[src/rtl/cnu_sched.sv]
// Check-node scheduler: streams every row's V2C word through one shared min/min2 compare
// tree and emits one compressed C2V record per row, iterating until done or syndrome pass.
module cnu_sched #(
  parameter int unsigned D      = 5,
  parameter int unsigned MSG_W  = 6,
  parameter int unsigned IDX_W  = 8,
  parameter int unsigned ROWS   = 16,
  parameter int unsigned ADDR_W = 4,
  parameter int unsigned ITER_W = 6,
  localparam int unsigned MAG_W = MSG_W - 1,
  localparam int unsigned WR_W  = D + 1 + IDX_W + 2 * MAG_W
) (
  input  logic                  clk,
  input  logic                  rst,
  input  logic                  start,
  input  logic [ITER_W-1:0]     n_iter,
  input  logic                  syndrome_ok,
  output logic                  rd_en,
  output logic [ADDR_W-1:0]     rd_addr,
  input  logic [D*MSG_W-1:0]    rd_data,
  output logic                  tree_en,
  output logic [D*MAG_W-1:0]    tree_in,
  input  logic [MAG_W-1:0]      tree_min,
  input  logic [MAG_W-1:0]      tree_min2,
  input  logic [IDX_W-1:0]      tree_min_idx,
  output logic                  wr_en,
  input  logic                  wr_ready,
  output logic [ADDR_W-1:0]     wr_addr,
  output logic [WR_W-1:0]       wr_data,
  output logic                  busy,
  output logic                  done,
  output logic [ITER_W-1:0]     iters_done
);

  typedef enum logic [1:0] {IDLE, RUN, DRAIN, FIN} state_t;

  state_t              state, state_nxt;
  logic [ADDR_W-1:0]   row_cnt;
  logic [ITER_W-1:0]   n_iter_q;
  logic [ITER_W-1:0]   iters_inc;

  logic                rd_vld_q;
  logic [ADDR_W-1:0]   rd_addr_q;
  logic                skid_vld;
  logic [D*MSG_W-1:0]  skid_data;
  logic [ADDR_W-1:0]   skid_addr;
  logic                b_vld;
  logic [D-1:0]        b_signs;
  logic                b_sgn;
  logic [ADDR_W-1:0]   b_addr;

  logic                adv;
  logic                issue;
  logic                last_row;
  logic                drain_empty;
  logic                a_vld;
  logic [D*MSG_W-1:0]  a_data;
  logic [ADDR_W-1:0]   a_addr;
  logic [D-1:0]        a_signs;
  logic [D*MAG_W-1:0]  a_mags;

  // The whole pipe advances unless a pending record is being refused.
  assign adv         = !(b_vld && !wr_ready);
  assign issue       = (state == RUN) && adv && !skid_vld;
  assign last_row    = (row_cnt == ADDR_W'(ROWS - 1));
  assign drain_empty = !rd_vld_q && !skid_vld && !b_vld;
  assign iters_inc   = iters_done + ITER_W'(1);

  // Stage A source: a held skid entry always wins over the live read return.
  assign a_vld  = rd_vld_q || skid_vld;
  assign a_data = skid_vld ? skid_data : rd_data;
  assign a_addr = skid_vld ? skid_addr : rd_addr_q;

  always_comb begin
    a_signs = '0;
    a_mags  = '0;
    for (int unsigned k = 0; k < D; k++) begin
      a_signs[k]                 = a_data[k*MSG_W + MSG_W - 1];
      a_mags[k*MAG_W +: MAG_W]   = a_data[k*MSG_W +: MAG_W];
    end
  end

  always_ff @(posedge clk or posedge rst) begin
    if (rst) state <= IDLE;
    else     state <= state_nxt;
  end

  always_comb begin
    state_nxt = state;
    case (state)
      IDLE:    if (start) state_nxt = (n_iter == '0) ? FIN : RUN;
      RUN:     if (issue && last_row) state_nxt = DRAIN;
      DRAIN:   if (drain_empty) state_nxt = (syndrome_ok || iters_inc == n_iter_q) ? FIN : RUN;
      FIN:     state_nxt = IDLE;
      default: state_nxt = IDLE;
    endcase
  end

  always_comb begin
    rd_en   = issue;
    rd_addr = row_cnt;
    busy    = (state == RUN) || (state == DRAIN);
    done    = (state == FIN);
    tree_en = a_vld && adv;
    tree_in = tree_en ? a_mags : '0;
    wr_en   = b_vld;
    wr_addr = b_addr;
    wr_data = b_vld ? {b_signs, b_sgn, tree_min_idx, tree_min2, tree_min} : '0;
  end

  // Row / iteration bookkeeping.
  always_ff @(posedge clk or posedge rst) begin
    if (rst) begin
      row_cnt    <= '0;
      n_iter_q   <= '0;
      iters_done <= '0;
    end else begin
      if (state == IDLE && start) begin
        n_iter_q   <= n_iter;
        row_cnt    <= '0;
        iters_done <= '0;
      end
      if (issue) row_cnt <= row_cnt + ADDR_W'(1);
      if (state == DRAIN && drain_empty) begin
        iters_done <= iters_inc;
        row_cnt    <= '0;
      end
    end
  end

  // Read return tracking, skid capture and stage-B sign/address register.
  always_ff @(posedge clk or posedge rst) begin
    if (rst) begin
      rd_vld_q  <= 1'b0;
      rd_addr_q <= '0;
      skid_vld  <= 1'b0;
      skid_data <= '0;
      skid_addr <= '0;
      b_vld     <= 1'b0;
      b_signs   <= '0;
      b_sgn     <= 1'b0;
      b_addr    <= '0;
    end else begin
      rd_vld_q <= issue;
      if (issue) rd_addr_q <= row_cnt;
      if (adv) begin
        skid_vld <= 1'b0;
      end else if (rd_vld_q && !skid_vld) begin
        skid_vld  <= 1'b1;
        skid_data <= rd_data;
        skid_addr <= rd_addr_q;
      end
      if (adv) begin
        b_vld <= tree_en;
        if (tree_en) begin
          b_signs <= a_signs;
          b_sgn   <= ^a_signs;
          b_addr  <= a_addr;
        end
      end
    end
  end

endmodule

[config.mk]
export PLATFORM = sky130hd
export DESIGN_NAME = cnu_sched
export DESIGN_NICKNAME = d
export VERILOG_FILES = /design/src/rtl/cnu_sched.sv
export SDC_FILE = /design/constraint.sdc
export NUM_CORES = 1
export LEC_CHECK = 0
export ABC_CLOCK_PERIOD_IN_PS = 3000
export CORE_ASPECT_RATIO = 1.4
export CORE_MARGIN = 2
export CORE_UTILIZATION = 46
export DETAILED_ROUTE_END_ITERATION = 7
export PLACE_DENSITY = 0.87
export SYNTH_ARGS = -nofsm -noshare
export SYNTH_HDL_FRONTEND = slang
export SYNTH_SLANG_ARGS = --single-unit
[constraint.sdc]
create_clock -name clk -period 3 [get_ports clk]
set_clock_uncertainty 0.15 [all_clocks]
set_input_delay 0.45 -clock clk [delete_from_list [all_inputs] [get_ports clk]]
set_output_delay 0.45 -clock clk [all_outputs]
set_load 0.05 [all_outputs]
; ---- Yosys cells after proc, flatten, opt, wreduce, memory -nomap -nowiden
; Cells that the tools add are included.
[classes]
n_addsub = 2
eq_ne = 9
mux = 17
bitwise_logic = 1
reduce_logical = 26
[ops]
columns = cell, n
row1 = $mux 30, 1
row2 = $mux 25, 1
row3 = $mux 24, 1
row4 = $mux 4, 4
row5 = $mux 6, 2
row6 = $logic_and 1x1->1, 10
row7 = $mux 2, 5
row8 = $pmux 2 s4, 1
row9 = $add 6x1->6 const B, 1
row10 = $eq 6x6->1, 1
row11 = $logic_not 6->1, 1
row12 = $ne 2x2->1 const B, 3
row13 = $logic_not 1->1, 5
row14 = $reduce_xor 5->1, 1
row15 = $add 4x1->4 const B, 1
row16 = $eq 2x2->1 const B, 2
row17 = $eq 4x4->1 const B, 1
row18 = $reduce_and 2->1, 2
row19 = $logic_or 1x1->1, 3
row20 = $reduce_and 3->1, 1
row21 = $reduce_bool 3->1, 1
row22 = $eq 2x1->1 const B, 1
row23 = $logic_not 2->1, 1
row24 = $mux 1, 2
row25 = other kinds (3), 3
[word_totals]
regBits = 69
inputBits = 59
out_inout_bits = 68
elab_cells = 68

; ---- Depth between registers and ports, before layout
; Gate-level depths: netlist (run 1).
[logic_depth]
ltp_word = 8
depth_mapped = 7
ltp_nobuf = 7

; ---- Worst setup path before layout (run 1)
; Ideal clock, no wire load.
[synth_timing]
kind = reg-to-output
from = reg b_vld, in the netlist wr_en
to = out tree_in[10]
arrival_ns = 1.997
t_required_ns = 2.400
path_slack_ns = 0.403
path_stages_with_launch = 6
path_buffers = 2
path_cell_list = dfrtp_1 -> nand2b_1 -> buf_2 -> o21ai_1 -> clkbuf_1 -> nor2_1
[synth_between]
elab_chain_cells = 4
[synth_rtl]
columns = element, line
row1 = "start, declared", 47  ; logic b_vld;
row2 = "start signal, assigned", 154  ; b_vld <= tree_en;
row3 = $logic_and 1x1->1, 63  ; assign adv = !(b_vld && !wr_ready);
row4 = $logic_not 1->1, 63
row5 = $logic_and 1x1->1, 104  ; tree_en = a_vld && adv;
row6 = $mux 25, 105  ; tree_in = tree_en ? a_mags : '0;
row7 = "end, declared", 22  ; output logic [D*MAG_W-1:0] tree_in,
; No other way between the ends.

; ---- Final worst setup path (run 1)
[layout_timing]
from = in wr_ready
to = out tree_in[18]
[layout_between]
elab_chain_cells = 5
[layout_rtl]
columns = element, line
row1 = "start, declared", 27  ; input logic wr_ready,
row2 = $logic_not 1->1, 63
row3 = $logic_and 1x1->1, 63
row4 = $logic_not 1->1, 63
row5 = $logic_and 1x1->1, 104
row6 = $mux 25, 105
; No other way between the ends.

==> results.sh, run 1 <==
export IMPL_status="complete, no violations"
export IMPL_slew_violations=0
export IMPL_cap_viol_max_count=0
export IMPL_synthCells=346
export IMPL_rows=38
export IMPL_cts_root_buf="clkbuf_8"
export IMPL_synthArstFlopShare=1.000
export IMPL_end_kind="output port"
export IMPL_area_growth_pct=49.73
export IMPL_ys_seq_area_frac=0.4716
export IMPL_clock_path_buffers=2
export IMPL_synth_cell_type_count=38
export IMPL_required_ns=2.40
export IMPL_dieArea_mm2=0.008698
export IMPL_worstPathArrival_ns=1.98
export IMPL_drtIter0Drc=176
export IMPL_grt_pass1_wl_um=14150
export IMPL_slew_headroom=0.5140
export IMPL_fp_dieH_um=109.6
export IMPL_layout_common_cells="clkdlybuf4s50_1 (99), dfrtp_1 (67), mux2_2 (39)"
export IMPL_wl_um=8782
export IMPL_diodes=0
export IMPL_firstDrtPassIters=4
export IMPL_die_x_um=79.40
export IMPL_insertion_delay_ns=0.33
export IMPL_htreeDepth=3
export IMPL_ys_ff_latch=69
export IMPL_nNetsFinal=538
export IMPL_antenna_left=0
export IMPL_design_core_area_mm2=0.007750
export IMPL_synth_fp_nets=412
export IMPL_worstSetupStartpointType="primary input"
export IMPL_drcViolationCount=0
export IMPL_wire_per_inst_um=15.25
export IMPL_tightest_slew_ns=0.7263
export IMPL_holdBufCountCts=0
export IMPL_io_buffers=126
export IMPL_rsz0062_at_grt="false"
export IMPL_gp_congestion=0.9378
export IMPL_fillCellCount=563
export IMPL_via_per_inst=5.241
export IMPL_initial_core_util=0.4724
export IMPL_num_vias=3019
export IMPL_grt_max_degree=44
export IMPL_rrSetupSlack_ns=0.96
export IMPL_hp_class="primary input to async pin"
export IMPL_critical_path_class="primary input to output port"
export IMPL_hold_viol_final=0
export IMPL_path_max_fanout=27
export IMPL_power_density_mw_per_mm2=1025
export IMPL_fin_crit_sh=0.8593
export IMPL_yosysWarnings=0
export IMPL_syn_cell_area_mm2=0.003661
export IMPL_cp_slowest_stage_delay_ns=0.47
export IMPL_worstPathCellList="clkdlybuf4s50_1 > nand2b_1 > o21ai_4 > nor2_1 > buf_12"
export IMPL_ir_worst_vdd_mv=0.6515
export IMPL_fmaxAchievable_mhz=387.9
export IMPL_antenna_found_initial=0
export IMPL_synth_edf_count=0
export IMPL_clock_sinks=69
export IMPL_postCtsSetupBuffers=0
export IMPL_cts_inserted_buffers=9
export IMPL_finalSetupTns_ns=0
export IMPL_r2r_cells=4
export IMPL_final_common_cell="clkdlybuf4s50_1"
export IMPL_drive_above_1_share=0.1996
export IMPL_grt_pass1_vias=3002
export IMPL_synth_ff_type="dfrtp_1"
export IMPL_hold_ws_ns=0.3253
export IMPL_overflow=0
export IMPL_ios=127
export IMPL_hpwlAfterDp_um=6579
export IMPL_min_period_ns=2.578
export IMPL_setup_violations=0
export IMPL_leakage_nw=2.252
export IMPL_grt_usage=0.2090
export IMPL_clkTransAtPathRegs_ns=0.07
export IMPL_synth_avg_cell_area_um2=10.58
export IMPL_slowest_stage="clkdlybuf4s50_1"
export IMPL_cts_tree="built"
[cells in the mapped netlist, types with 2 or more instances]
cell type,count,share of area
dfrtp_1,69,0.47
mux2_2,39,0.12
inv_1,6,0.0062
nand3_1,6,0.0082
clkbuf_1,7,0.0072
buf_2,7,0.0096
nor2_1,37,0.038
a31oi_1,3,0.0051
mux2i_1,36,0.098
nand2_1,31,0.032
nor3_1,2,0.0027
and2_1,26,0.044
ha_1,7,0.024
nor4_1,2,0.0034
xnor2_1,10,0.024
a21oi_1,11,0.015
o21ai_0,21,0.029
buf_6,3,0.0092
o31ai_1,3,0.0062
xor2_1,2,0.0048
[final timing paths]
check | startpoint | to
max in group asynchronous | rst | skid_data[21]$_DFFE_PP0P_
worst max register to register | wr_en$_DFFE_PP0N_ | skid_data[28]$_DFFE_PP0P_
worst min register to register | b_signs[2]$_DFFE_PP0P_ | b_signs[2]$_DFFE_PP0P_
worst min-delay path | rst | iters_done[3]$_DFFE_PP0P_
min in group clk | b_signs[2]$_DFFE_PP0P_ | b_signs[2]$_DFFE_PP0P_
worst max-delay path | wr_ready | tree_in[18]
[state kept, by name (all words and copies together) (netlist names)]
name        cells
skid_data      30
iters_done      6
n_iter_q        6
b_signs         5
rd_addr         4
rd_addr_q       4
skid_addr       4
wr_addr         4
state           2
b_sgn           1
rd_vld_q        1
skid_vld        1
wr_en           1
[critical path, delay by kind of cell]
family,cells,cell delay (ns)
buffers and inverters,2,0.65
AO/OA/AOI/OAI,1,0.28
AND/OR/NAND/NOR,2,0.59
[layer usage]
layer,vias to the layer above,wire (µm),track usage
met4,0,125,0.08374
met3,14,379,0.03120
li1,1441,-,-
met2,102,4857,0.3929
met1,1462,3419,0.2349
met5,-,0,0
[through the flow]
step	instance area, µm²	total power, mW	util	worst slack (ns)	cells
4_1_cts	5480	5.658	0.7071	0.1144	576
3_3_place_gp	5305	4.871	0.6845	0.4180	561
3_5_place_dp	5305	4.988	0.6845	0.4024	561
6_report	5482	5.619	0.7073	0.4221	576
5_1_grt	5482	5.934	0.7073	0.2429	576
2_1_floorplan	3661	3.773	-	0.4030	346
[power breakdown]
part	switching, mW	total [mW]	internal, mW
Combinational	1.88	3.29	1.42
Sequential	0.326	1.66	1.34
Clock	0.345	0.664	0.319
[logic make-up after synthesis]
logic type | after synthesis | share of synthesized area
buffers and inverters | 24 | 0.03315
AND/OR/NAND/NOR | 113 | 0.1500
adder cells (fa/ha/maj) | 7 | 0.02392
AO/OA/AOI/OAI | 45 | 0.07109
multiplexers | 76 | 0.2215
XOR/XNOR | 12 | 0.02871
flip-flops | 69 | 0.4716
[cell type report]
| type | count | area (µm²) | share of cell area |
|---|---|---|---|
| clock buffer | 10 | 137.6 | 0.02511 |
| clock inverter | 5 | 37.54 | 0.006848 |
| inverter | 7 | 26.28 | 0.004793 |
| multi-input combinational | 253 | 1824 | 0.3328 |
| sequential | 69 | 1729 | 0.3155 |
| tap | 100 | 125.1 | 0.02283 |
| timing repair buffer | 132 | 1602 | 0.2922 |
[what timing repair did]
| item | in CTS | in global routing |
|---|---|---|
| gates resized for setup | 0 | 1 |
| endpoints found under the setup margin | 0 | 26 |
| hold endpoints to repair | 0 | 0 |
Power figures use the tool's default switching activity.
==> run 2, diff against run 1 <==
CAP_MARGIN = 25   (was default)
==> results of run 2 <==
Final layout, timing and power as in run 1 (identical DEF).
==> run 3, diff against run 2 <==
CTS_CLUSTER_SIZE = 28   (was default)
==> results of run 3 <==
Final layout, timing and power as in run 1 (identical DEF).
